===== config.mk =====
export PLATFORM = sky130hd
export DESIGN_NAME = shift_add_dot_accumulator
export DESIGN_NICKNAME = d
export VERILOG_FILES = /design/src/rtl/shift_add_dot_accumulator.sv
export SDC_FILE = /design/constraint.sdc
export NUM_CORES = 1
export LEC_CHECK = 0
export ABC_CLOCK_PERIOD_IN_PS = 3600
export CAP_MARGIN = 0
export CORE_UTILIZATION = 37
export DETAILED_ROUTE_END_ITERATION = 8
export GPL_TIMING_DRIVEN = 0
export HOLD_SLACK_MARGIN = 0.06
export MAX_ROUTING_LAYER = met4
export PLACE_DENSITY = 0.63
export SLEW_MARGIN = 10
export SYNTH_ARGS = -nofsm -noshare
export SYNTH_HDL_FRONTEND = slang
export SYNTH_SLANG_ARGS = --single-unit

===== constraint.sdc =====
create_clock -name i_clk -period 3.6 [get_ports i_clk]
set_input_delay 0.72 -clock i_clk [delete_from_list [all_inputs] [get_ports i_clk]]
set_output_delay 0.72 -clock i_clk [all_outputs]
set_load 0.01 [all_outputs]

===== src/rtl/shift_add_dot_accumulator.sv =====
// rtl/shift_add_dot_accumulator.sv - groups multiplier products into dot-product sums and buffers them in a FWFT FIFO
module shift_add_dot_accumulator #(
    parameter int PRODUCT_WIDTH = 16,
    parameter int ACC_WIDTH     = 24,
    parameter int LEN_WIDTH     = 8,
    parameter int FIFO_DEPTH    = 4
) (
    input  logic                          i_clk,
    input  logic                          i_reset_n,
    input  logic                          i_clear,
    input  logic [LEN_WIDTH-1:0]          i_group_length,
    input  logic                          i_product_valid,
    input  logic [PRODUCT_WIDTH-1:0]      i_product,
    output logic                          o_sum_valid,
    input  logic                          i_sum_ready,
    output logic [ACC_WIDTH-1:0]          o_sum,
    output logic [$clog2(FIFO_DEPTH):0]   o_fifo_level,
    output logic                          o_busy,
    output logic                          o_overflow
);

    localparam int PW = $clog2(FIFO_DEPTH);
    localparam int LW = PW + 1;

    typedef enum logic {IDLE, ACCUM} state_t;

    state_t                 state_q;
    logic [ACC_WIDTH-1:0]   acc_q;
    logic [LEN_WIDTH-1:0]   rem_q;
    logic [ACC_WIDTH-1:0]   mem_q [FIFO_DEPTH];
    logic [PW-1:0]          rd_ptr_q;
    logic [PW-1:0]          wr_ptr_q;
    logic [LW-1:0]          level_q;
    logic                   overflow_q;
    logic [ACC_WIDTH-1:0]   last_q;

    logic [ACC_WIDTH-1:0]   prod_ext;
    logic [ACC_WIDTH-1:0]   acc_sum;
    logic [ACC_WIDTH-1:0]   push_data;
    logic                   take;
    logic                   len_one;
    logic                   push_req;
    logic                   pop;
    logic                   full;
    logic                   push;
    logic                   drop;

    always_comb begin
        prod_ext  = ACC_WIDTH'(i_product);
        acc_sum   = acc_q + prod_ext;
        take      = i_product_valid && !i_clear;
        // A latched length of 0 behaves exactly like 1.
        len_one   = (i_group_length <= LEN_WIDTH'(1));
        push_req  = take && (((state_q == IDLE) && len_one) ||
                             ((state_q == ACCUM) && (rem_q == LEN_WIDTH'(1))));
        push_data = (state_q == IDLE) ? prod_ext : acc_sum;
        pop       = (level_q != '0) && i_sum_ready;
        full      = (level_q == LW'(FIFO_DEPTH));
        push      = push_req && (!full || pop);
        drop      = push_req && full && !pop;
    end

    always_ff @(posedge i_clk or negedge i_reset_n) begin
        if (!i_reset_n) begin
            state_q <= IDLE;
            acc_q   <= '0;
            rem_q   <= '0;
        end else if (i_clear) begin
            state_q <= IDLE;
            acc_q   <= '0;
            rem_q   <= '0;
        end else if (i_product_valid) begin
            case (state_q)
                IDLE: begin
                    if (!len_one) begin
                        acc_q   <= prod_ext;
                        rem_q   <= i_group_length - LEN_WIDTH'(1);
                        state_q <= ACCUM;
                    end
                end
                ACCUM: begin
                    if (rem_q == LEN_WIDTH'(1)) begin
                        acc_q   <= '0;
                        rem_q   <= '0;
                        state_q <= IDLE;
                    end else begin
                        acc_q <= acc_sum;
                        rem_q <= rem_q - LEN_WIDTH'(1);
                    end
                end
                default: state_q <= IDLE;
            endcase
        end
    end

    // When full with a pop, wr_ptr equals rd_ptr: the head is read out before the write lands.
    always_ff @(posedge i_clk or negedge i_reset_n) begin
        if (!i_reset_n) begin
            for (int i = 0; i < FIFO_DEPTH; i++) begin
                mem_q[i] <= '0;
            end
            rd_ptr_q   <= '0;
            wr_ptr_q   <= '0;
            level_q    <= '0;
            overflow_q <= 1'b0;
            last_q     <= '0;
        end else begin
            if (push) begin
                mem_q[wr_ptr_q] <= push_data;
                wr_ptr_q        <= wr_ptr_q + PW'(1);
            end
            if (pop) begin
                last_q   <= mem_q[rd_ptr_q];
                rd_ptr_q <= rd_ptr_q + PW'(1);
            end
            case ({push, pop})
                2'b10:   level_q <= level_q + LW'(1);
                2'b01:   level_q <= level_q - LW'(1);
                default: level_q <= level_q;
            endcase
            if (i_clear) begin
                overflow_q <= 1'b0;
            end else if (drop) begin
                overflow_q <= 1'b1;
            end
        end
    end

    assign o_sum_valid  = (level_q != '0);
    assign o_sum        = (level_q != '0) ? mem_q[rd_ptr_q] : last_q;
    assign o_fifo_level = level_q;
    assign o_busy       = (state_q == ACCUM);
    assign o_overflow   = overflow_q;

endmodule


==> key figures <==
Layout
  – Antenna diodes: 0
  – Nets: between 900 and 1k
  – Multi-input logic area: 4500 um2
  – Fillcell total: 2293
  – Fin util: between 40 and 50%
  – Finished Layout Cells: 1256
  – FF+latch area: 4030 um2
  – Area delta synth->final: 19.1%
  – Layout cells sized above 1: between 15 and 20%
  – Final instance area: between 10000 and 15000 um2

Route
  – DR vias/cell: 5.47
  – Routed len/inst: 18.6 um
  – Initial DRC count: 551
  – Via count: 6868
  – Top sig layer: met4
  – WL final: 23300 um
  – Met3 WL: 980 um
  – Pre-antenna DRT Iters: 7
  – DRC viols: 0
  – Post-route ant nets: 0
  – Met2 Routed Length: approximately 11000 um
  – Met1 WL: 11100 um

Pwr
  – Power density over the cells: 536 nW/um2
  – Leak Pwr: 4.56 nW
  – Worst vdd ir: about 0.00038 V

Clock tree
  – Maximum clock path buffer count: 2
  – Clock sinks: 161
  – Root buf cell: clkbuf_16
  – Clock transition at path regs: 0.07 ns
  – Num CTS Buffers: 17
  – CTS tree: done
  – Skew-Pair Late Insertion Delay: 0.43 ns
  – Postcts setup bufs: 0
  – CTS H-tree depth: 4

Yosys
  – EDFF count, synth: 0
  – Post-synth top area cell: dfrtp_1
  – Synth area leaders: dfrtp_1, mux2_2, mux4_2, o21ai_0, nand2_1
  – Main synth FF type: dfrtp_1
  – Synth top area share: roughly 46%
  – Synth Register Bits: 161
  – YS warnings: 0
  – Syn Nets: 903
  – Most common cell in the netlist: dfrtp_1
  – Unique masters post-synth: between 60 and 70
  – Async set-reset flop share out of synthesis: 100%
  – Leading cell types by count after synthesis: dfrtp_1, nand2_1, o21ai_0
  – Cells after Synth: 847
  – Post-Syn Area: between 8000 and 9000 um2
  – Syn Area/Cell: 10.4 um2
  – Sequential area share after synthesis: roughly 46%

Timing
  – Shortest period the worst path allows: approximately 3.5 ns
  – RSZ-0062 raised after global routing: false
  – Worst relative slew slack: a little under half
  – Hold Vio Cnt, Final: 0
  – Final WS setup: 0.127 ns
  – Setup violators final: 0
  – Setup Skew: 0.0101 ns
  – Max Freq: 288 MHz
  – Worst-Margin Slew: 0.811 ns
  – Max Slew Vio Count: 0
  – Fin crit share: 96.5%
  – Final hold slack: 0.219 ns

GRT
  – GR Overflow Total: 0
  – Initial antenna violation count: 0
  – Gr usage total: 21.0%
  – Global-route wire length before repair: 38000 um
  – Vias in the first global route: 6838
  – Largest net degree at the start of global routing: 106

Floorplanning
  – Die width: approximately 160 um
  – Cell row count: 56
  – Placeable Area: 23400 um2
  – Die ar.: roughly 24000 um2
  – Die H: roughly 160 um
  – Initial Util: 37.6%
  – I/O pin cnt: 59

Place
  – Port Buffers: 58
  – DP Cell Count: 1225
  – Post-DP Area: 9810 um2
  – Placer's final routability congestion estimate: 0.923
  – Hpwl dp: 16700 um
  – Pre-CTS setup slack: -0.493 ns

Hold path
  – HP Class: in2async

Worst setup path
  – Worst EP arrival: 2.75 ns
  – Crit path required time: 2.88 ns
  – CP Class: reg2out
  – Critical Path End Type: primary output
  – Crit path launch: rd_ptr_q[1]$_DFFE_PN0P_
  – Worst R2R Start: o_fifo_level[0]$_DFFE_PN0P_
  – Crit start category: flop
  – Reg2reg path depth: 11
  – CP Max Fanout: 10

Job
  – Max-cap violations: 0

Status
  – Status: finished, final reports clean
## routing by layer
| layer | global-route usage, % | vias up |
|---|---|---|
| met5 | - | - |
| met3 | 3.22 | 24 |
| met4 | 6.21 | 0 |
| met1 | 28.7 | 3430 |
| li1 | - | 3239 |
| met2 | 32.3 | 175 |
## cell families (layout without fill, tap and decap cells)
group	after synthesis	after routing	synth area share, %
xor+xnor	29	29	2.89
simple gates	249	249	13.8
buf+inv	68	158	3.53
fa+ha+maj	27	27	4.01
flops	161	161	45.8
compound gates	228	228	16.2
mux	85	85	13.8
## final cells by class
cell class	count	share of cell area [%]
clock inverter	14	1.65
multi-input combinational	618	43.0
clock buffer	18	4.19
inverter	17	0.609
timing repair buffer	59	5.85
tap	319	3.81
sequential	161	38.5
buffer	50	2.42
## stage by stage
| stage | power [W] | setup TNS (ns) |
|---|---|---|
| after CTS | 0.00567 | 0 |
| after global routing | 0.00592 | 0 |
| after floorplan | 0.00321 | 0 |
| after detailed placement | 0.00378 | -19.11 |
| final | 0.00561 | 0 |
| after global placement | 0.00374 | -821.99 |
## report_power, final
group | switching (W) | internal [W]
Sequential | 0.000146 | 0.00201
Combinational | 0.000876 | 0.000713
Clock | 0.000852 | 0.00101
Total | 0.00187 | 0.00374
## layout by cell type (no fill, tap or decap), types with 8 or more instances in the layout
master	netlist	layout
dfrtp_1	161	160
nand2_1	115	115
o21ai_0	98	98
clkdlybuf4s50_1	0	57
mux2_2	49	49
nor2_1	44	44
a21oi_1	42	42
clkbuf_1	34	30
ha_1	25	25
mux4_2	24	24
inv_1	17	17
clkbuf_16	0	17
xnor2_1	16	16
xor2_1	13	13
nor3_1	12	12
mux2i_1	12	12
a221o_1	11	11
o31ai_1	10	10
a31oi_1	10	10
nor3b_1	9	9
nand3_1	8	8
a31o_2	8	8
and2_1	8	8
## state kept, by name, summed over array words and instances, names as in the netlist
name	cells
mem_q	96
acc_q	24
last_q	24
rem_q	8
o_fifo_level	3
rd_ptr_q	2
wr_ptr_q	2
o_busy	1
o_overflow	1
## final timing paths
check                                              end  slack [ns]
setup / recovery                             o_sum[10]        0.13
hold / removal                   mem_q[79]$_DFFE_PN0P_        0.22
setup reg to reg           o_fifo_level[2]$_DFFE_PN0P_        0.54
hold reg to reg                  mem_q[26]$_DFFE_PN0P_        0.48
max in group asynchronous        mem_q[12]$_DFFE_PN0P_        2.48
min in group i_clk               mem_q[26]$_DFFE_PN0P_        0.48
## worst max-delay path: stages, from the launching register on
cell and delay [ns]:
dfrtp_1 0.32, clkbuf_1 0.34, clkbuf_2 0.47, mux4_2 0.43, mux2_2 0.29, clkdlybuf4s50_1 0.47
## repair_timing
item / 4_1_cts / 5_1_grt
endpoints found under the setup margin: 27 / 21
hold buffers: 0 / 0
gates resized for setup: 16 / 4
Note: power is estimated with default switching activity, not from simulation.
